<file path="config.mk">
export PLATFORM = sky130hd
export DESIGN_NAME = fetch_seq
export DESIGN_NICKNAME = d
export VERILOG_FILES = /design/src/rtl/fetch_pkg.sv /design/src/rtl/fetch_seq_pc_inc2.sv /design/src/rtl/fetch_seq.sv
export SDC_FILE = /design/constraint.sdc
export NUM_CORES = 1
export LEC_CHECK = 0
export BUFFER_PORTS_ARGS = -buffer_cell sky130_fd_sc_hd__clkbuf_2
export CAP_MARGIN = 20
export CORE_AREA = 4 4 92 94
export CTS_BUF_LIST = sky130_fd_sc_hd__clkbuf_16
export CTS_CLUSTER_DIAMETER = 40
export DETAILED_ROUTE_END_ITERATION = 8
export DIE_AREA = 0 0 96 98
export GPL_TIMING_DRIVEN = 0
export SLEW_MARGIN = 30
export SYNTH_ARGS = -nofsm -noshare
export SYNTH_HDL_FRONTEND = slang
export SYNTH_SLANG_ARGS = --single-unit
</file>
<file path="constraint.sdc">
create_clock -name clk -period 2.05 [get_ports clk]
set_input_delay 0.41 -clock clk [delete_from_list [all_inputs] [get_ports clk]]
set_output_delay 0.41 -clock clk [all_outputs]
set_load 0.005 [all_outputs]
</file>
<file path="src/rtl/fetch_pkg.sv">
// Shared types and constants for the WISC instruction-fetch sequencer.
package fetch_pkg;

    localparam int PC_W = 16;

    localparam logic [PC_W-1:0] NOP_INSTR_DEF = 16'h0800;

    localparam logic [2:0] ENC_IDLE  = 3'd0;
    localparam logic [2:0] ENC_REQ   = 3'd1;
    localparam logic [2:0] ENC_WAIT  = 3'd2;
    localparam logic [2:0] ENC_VALID = 3'd3;
    localparam logic [2:0] ENC_HALT  = 3'd4;

    typedef enum logic [2:0] {
        ST_IDLE  = ENC_IDLE,
        ST_REQ   = ENC_REQ,
        ST_WAIT  = ENC_WAIT,
        ST_VALID = ENC_VALID,
        ST_HALT  = ENC_HALT
    } state_t;

endpackage

</file>
<file path="src/rtl/fetch_seq_pc_inc2.sv">
// Combinational PC + 2 incrementer; wraps modulo 2^16 with no carry out.
module pc_inc2
    import fetch_pkg::*;
(
    input  logic [PC_W-1:0] a_i,
    output logic [PC_W-1:0] sum_o
);

    assign sum_o = a_i + PC_W'(2);

endmodule

</file>
<file path="src/rtl/fetch_seq.sv">
// Instruction-fetch sequencer: owns the PC, issues one memory read at a time, presents the instruction to decode.
// Optional macro FETCH_ALIGN_CHK_EN: odd redirect targets raise a sticky err_o and halt instead of being rounded down.
module fetch_seq
    import fetch_pkg::*;
#(
    parameter logic [PC_W-1:0] RESET_PC  = 16'h0000,
    parameter logic [PC_W-1:0] NOP_INSTR = NOP_INSTR_DEF
) (
    input  logic             clk,
    input  logic             rst,
    input  logic             stall_i,
    input  logic             redirect_i,
    input  logic [PC_W-1:0]  redirect_pc_i,
    input  logic             halt_i,
    output logic             mem_req_o,
    output logic [PC_W-1:0]  mem_addr_o,
    input  logic             mem_stall_i,
    input  logic             mem_done_i,
    input  logic [PC_W-1:0]  mem_data_i,
    output logic [PC_W-1:0]  instr_o,
    output logic [PC_W-1:0]  pc_o,
    output logic [PC_W-1:0]  pc_plus2_o,
    output logic             instr_valid_o,
    output logic             halted_o,
    output logic             err_o
);

    state_t          state_q;
    logic [PC_W-1:0] pc_q;
    logic [PC_W-1:0] pc_d;
    logic [PC_W-1:0] pc_plus2;
    logic [PC_W-1:0] instr_q;
    logic            pending_q;
    logic            err_q;
    logic [PC_W-1:0] redir_pc;
    logic            redir_bad;
    logic            mem_accept;

    pc_inc2 u_pc_inc2 (
        .a_i   (pc_q),
        .sum_o (pc_plus2)
    );

`ifdef FETCH_ALIGN_CHK_EN
    assign redir_pc  = redirect_pc_i;
    assign redir_bad = redirect_i & redirect_pc_i[0];
`else
    assign redir_pc  = redirect_pc_i & ~PC_W'(1);
    assign redir_bad = 1'b0;
`endif

    assign pc_d       = redirect_i ? redir_pc : pc_plus2;
    assign mem_accept = ~mem_stall_i;

    always_ff @(posedge clk or posedge rst) begin
        if (rst) begin
            state_q   <= ST_IDLE;
            pc_q      <= RESET_PC;
            pending_q <= 1'b0;
            instr_q   <= NOP_INSTR;
            err_q     <= 1'b0;
        end else if (state_q != ST_HALT && redir_bad) begin
            // Odd target: halt without loading pc; any in-flight response dies in HALT.
            err_q     <= 1'b1;
            pending_q <= 1'b0;
            state_q   <= ST_HALT;
        end else begin
            case (state_q)
                ST_IDLE: begin
                    state_q <= ST_REQ;
                    if (redirect_i) pc_q <= pc_d;
                end
                ST_REQ: begin
                    if (redirect_i) begin
                        pc_q <= pc_d;
                        if (mem_accept && !mem_done_i) begin
                            pending_q <= 1'b1;
                            state_q   <= ST_WAIT;
                        end
                    end else if (mem_accept) begin
                        if (mem_done_i) begin
                            instr_q <= mem_data_i;
                            state_q <= ST_VALID;
                        end else begin
                            state_q <= ST_WAIT;
                        end
                    end
                end
                ST_WAIT: begin
                    if (redirect_i) begin
                        pc_q <= pc_d;
                        if (mem_done_i) begin
                            pending_q <= 1'b0;
                            state_q   <= ST_REQ;
                        end else begin
                            pending_q <= 1'b1;
                        end
                    end else if (mem_done_i) begin
                        if (pending_q) begin
                            pending_q <= 1'b0;
                            state_q   <= ST_REQ;
                        end else begin
                            instr_q <= mem_data_i;
                            state_q <= ST_VALID;
                        end
                    end
                end
                ST_VALID: begin
                    if (redirect_i) begin
                        pc_q    <= pc_d;
                        state_q <= ST_REQ;
                    end else if (!stall_i) begin
                        if (halt_i) begin
                            state_q <= ST_HALT;
                        end else begin
                            pc_q    <= pc_d;
                            state_q <= ST_REQ;
                        end
                    end
                end
                ST_HALT: begin
                    state_q <= ST_HALT;
                end
                default: begin
                    state_q <= ST_IDLE;
                end
            endcase
        end
    end

    assign mem_req_o     = (state_q == ST_REQ);
    assign mem_addr_o    = pc_q;
    assign instr_valid_o = (state_q == ST_VALID);
    assign instr_o       = instr_valid_o ? instr_q : NOP_INSTR;
    assign pc_o          = pc_q;
    assign pc_plus2_o    = pc_plus2;
    assign halted_o      = (state_q == ST_HALT);
    assign err_o         = err_q;

endmodule
</file>
==> results.cfg <==
[outcome]
outcome = finished with violations
violations = setup timing

[synthesis]
number_of_enable_type_register_cells_in_the_synthesized_netlist = 0
synthesis.area_um2 = 2270
yosysWarnings = 0
synth.area.top_cells = sky130_fd_sc_hd__dfrtp_1 37%, sky130_fd_sc_hd__mux2_4 6.6%, sky130_fd_sc_hd__buf_4 6.3%
synth_largest_type_area_fraction_pct = 37.5
synth.distinct_cells = 53
synthFlopType = sky130_fd_sc_hd__dfrtp_1
synthesis.instances = 238
avgSynthCellArea_um2 = 9.54
postSynth.asyncResetShare_pct = 100
seq_area_frac_synth_pct = 38.6
synthesized_flop_and_latch_total = 35
synth_top_cell_by_area = sky130_fd_sc_hd__dfrtp_1

[critical_path]
rrSetupSlack_ps = 140
ff2ff_path_depth = 6
worstSetupEndpointType = output pin
critical_path_arrival_ps = 1750
crit_path_max_incr_delay_ps = 400
regToRegEndpoint = instr_q[9]
regToRegStartpoint = state_q[2]
critical_path_required_ps = 1640
critPathMaxFanout = 4
timing.setup.critical_path_class = register to output pin
timing.critical_path.cells = ha_4, and3_4, nand4_1, or2_1, xnor2_1, buf_2
critPathSlowestCell = sky130_fd_sc_hd__dfrtp_2
crit_path_launch_type = register

[detailed_routing]
routed_wirelength_um = 6510
drt_pre_antenna_iters = 4
initialDrtViolationCount = 64
route.met2.wl_um = 3300
routedLengthMet1_um = 2860
wl_per_cell_um = 14.0
routed_via_density = 4.60
drt_drc_violations_left = 0
ant_nets = 0
topRoutingLayerUsed = met4
vias = 2139
wl_met3_um = 309

[cts]
cts_made_buffers = 5
clk-insertion-delay-late_ps = 270
root_buffer = sky130_fd_sc_hd__clkbuf_16
clkSlewWorstSetupHoldPaths_ps = 60
tritoncts = done
cts.htree.levels = 2
clock_path_buffers = 2
clock_sink_count = 35
count_of_hold_fix_buffers_inserted_at_cts = 0

[global_routing]
initial_antenna_violation_count = 0
grt_pass1_vias = 2090
grt.overflow.total = 0
globalRouteTotalUtil_pct = 13.9
grt_first_pass_wirelength_um = 10400
grt_start_max_net_pins = 20

[hold_path]
worst_hold_path_type = input pin to asynchronous set/reset pin

[timing]
final_worst_path_setup_slack_ps = -110
report.final.slew_viol_count = 0
setup_viol = 3
finalHoldViolCount = 0
worst_slew_pin_slew_ps = 560
fin_crit_sh_pct = 105
fin_skew_ps = 6.92
setup_repair_after_global_routing_missed_its_margin = yes
clock.fmax_mhz = 463
slew_headroom_pct = 62.7
min_period_ps = 2160
tns_ps = -126

[placement]
place_area_um2 = 2940
gpl.final_weighted_congestion = 0.844
dp_slack_ps = -373
place.port_buffers = 101
place.detailed.hpwl_um = 5030

[flow_run]
cap_viol_max_count = 0

[pwr]
overall_power_mw = 3.95
power_density_nw_per_um2 = 1200
ir_worst_vdd_mv = 0.466
total_leakage_power_nw = 1.63

[die]
i_o_pins = 107
fp.dieW_um = 96
fp.coreArea_um2 = 7650
start_util_pct = 29.7
die-area_um2 = 9410
die_height_um = 98
core.rowCount = 32

[layout]
total_area_of_multi_input_combinational_cells_um2 = 1250
final_util_pct = 43.0
insertedDiodeCount = 0
area_growth_pct = 45.0
fill_cells = 793
postLayoutCellArea_um2 = 3290
finalNetCount = 402
final-seq-area_um2 = 888
post_route_cells_drive_above_1_share_pct = 53.7
through the flow:
step	hold WS, ps	std cells
finish	118	465
global route	152	465
CTS	137	455
detailed placement	431	445
global placement	479	444
floorplan	470	241
logic make-up (layout without fill, tap and decap cells):
logic type	count (synthesis)	in the layout	share of synthesized area [%]
multiplexers	18	18	10.5
flip-flops	35	35	38.6
AND/OR/NAND/NOR	83	83	20.4
buffers and inverters	39	161	10.2
other	1	4	0.165
XOR/XNOR	13	13	5.02
AO/OA/AOI/OAI	48	48	14.6
adder cells (fa/ha/maj)	1	1	0.551
state kept, by name, summed over array words and instances (netlist names):
register and flops:
instr_q 16, mem_addr_o 15, state_q 3, pending_q 1
cell type report:
type,count,area share (%)
multi-input combinational,167,37.9
sequential,35,27.0
timing repair buffer,119,20.1
buffer,29,6.39
tap,102,3.88
clock buffer,5,3.80
inverter,5,0.570
clock inverter,3,0.342
synthesized netlist by cell type (4+ instances only):
cell	count
sky130_fd_sc_hd__a21oi_1	7
sky130_fd_sc_hd__a22oi_1	5
sky130_fd_sc_hd__and2_1	16
sky130_fd_sc_hd__and3_1	5
sky130_fd_sc_hd__buf_4	19
sky130_fd_sc_hd__clkbuf_1	12
sky130_fd_sc_hd__dfrtp_1	34
sky130_fd_sc_hd__inv_1	4
sky130_fd_sc_hd__mux2_2	6
sky130_fd_sc_hd__mux2_4	10
sky130_fd_sc_hd__nand2_1	17
sky130_fd_sc_hd__nand3_1	7
sky130_fd_sc_hd__nor2_1	12
sky130_fd_sc_hd__nor3_1	5
sky130_fd_sc_hd__o21ai_0	15
sky130_fd_sc_hd__xnor2_1	7
sky130_fd_sc_hd__xor2_1	6
per-layer routing:
layer,GRT usage [%],vias to the layer above
li1,-,1049
met1,18.2,1030
met2,22.9,54
met3,3.08,6
met4,3.28,0
met5,0,-
timing repair:
| action | in CTS | in global routing |
|---|---|---|
| setup endpoints to repair | 27 | 33 |
| buffers inserted | 7 | 11 |
| gates resized for setup | 21 | 21 |
| pin swaps | 3 | 6 |
worst max-delay path, delay by kind of cell, from the launching register on:
family                   cells  cell delay [ps]
XOR/XNOR                     1              150
adder cells (fa/ha/maj)      1              140
flip-flops                   1              400
AND/OR/NAND/NOR              3              640
buffers and inverters        1              150
how the worst max path moves through the flow:
stage / startpoint / to / slack, ps / cells after the start
final: mem_addr_o[2] / pc_plus2_o[15] / -110 / 6
after global routing: mem_addr_o[2] / pc_plus2_o[15] / -200 / 6
after CTS: mem_addr_o[2] / pc_plus2_o[15] / -170 / 6
after detailed placement: mem_addr_o[1] / pc_plus2_o[15] / -370 / 7
after global placement: mem_addr_o[1] / pc_plus2_o[15] / -340 / 7
after floorplan: mem_addr_o[1] / pc_plus2_o[15] / 40 / 6
power by group:
group          internal, mW  switching, mW  leakage [nW]
clock network         0.437          0.270        0.0701
logic                  1.15          0.827          1.15
registers             0.998          0.273         0.405
total                  2.58           1.37          1.63
cell usage in the layout, fill, tap and decap left out, types with 6 or more instances in the layout:
master                     netlist  final
sky130_fd_sc_hd__mux2_2          6      6
sky130_fd_sc_hd__dfrtp_1        34     25
sky130_fd_sc_hd__buf_4          19     36
sky130_fd_sc_hd__o21ai_0        15     15
sky130_fd_sc_hd__nor2_1         12     10
sky130_fd_sc_hd__nand3_1         7      7
sky130_fd_sc_hd__a21oi_1         7      7
sky130_fd_sc_hd__mux2_4         10     10
sky130_fd_sc_hd__xor2_1          6      6
sky130_fd_sc_hd__nand2_1        17     17
sky130_fd_sc_hd__clkbuf_1       12      6
sky130_fd_sc_hd__clkbuf_2        2     96
sky130_fd_sc_hd__dfrtp_2         0      9
sky130_fd_sc_hd__and2_1         16     15
Note: power is estimated with default switching activity, not from simulation.
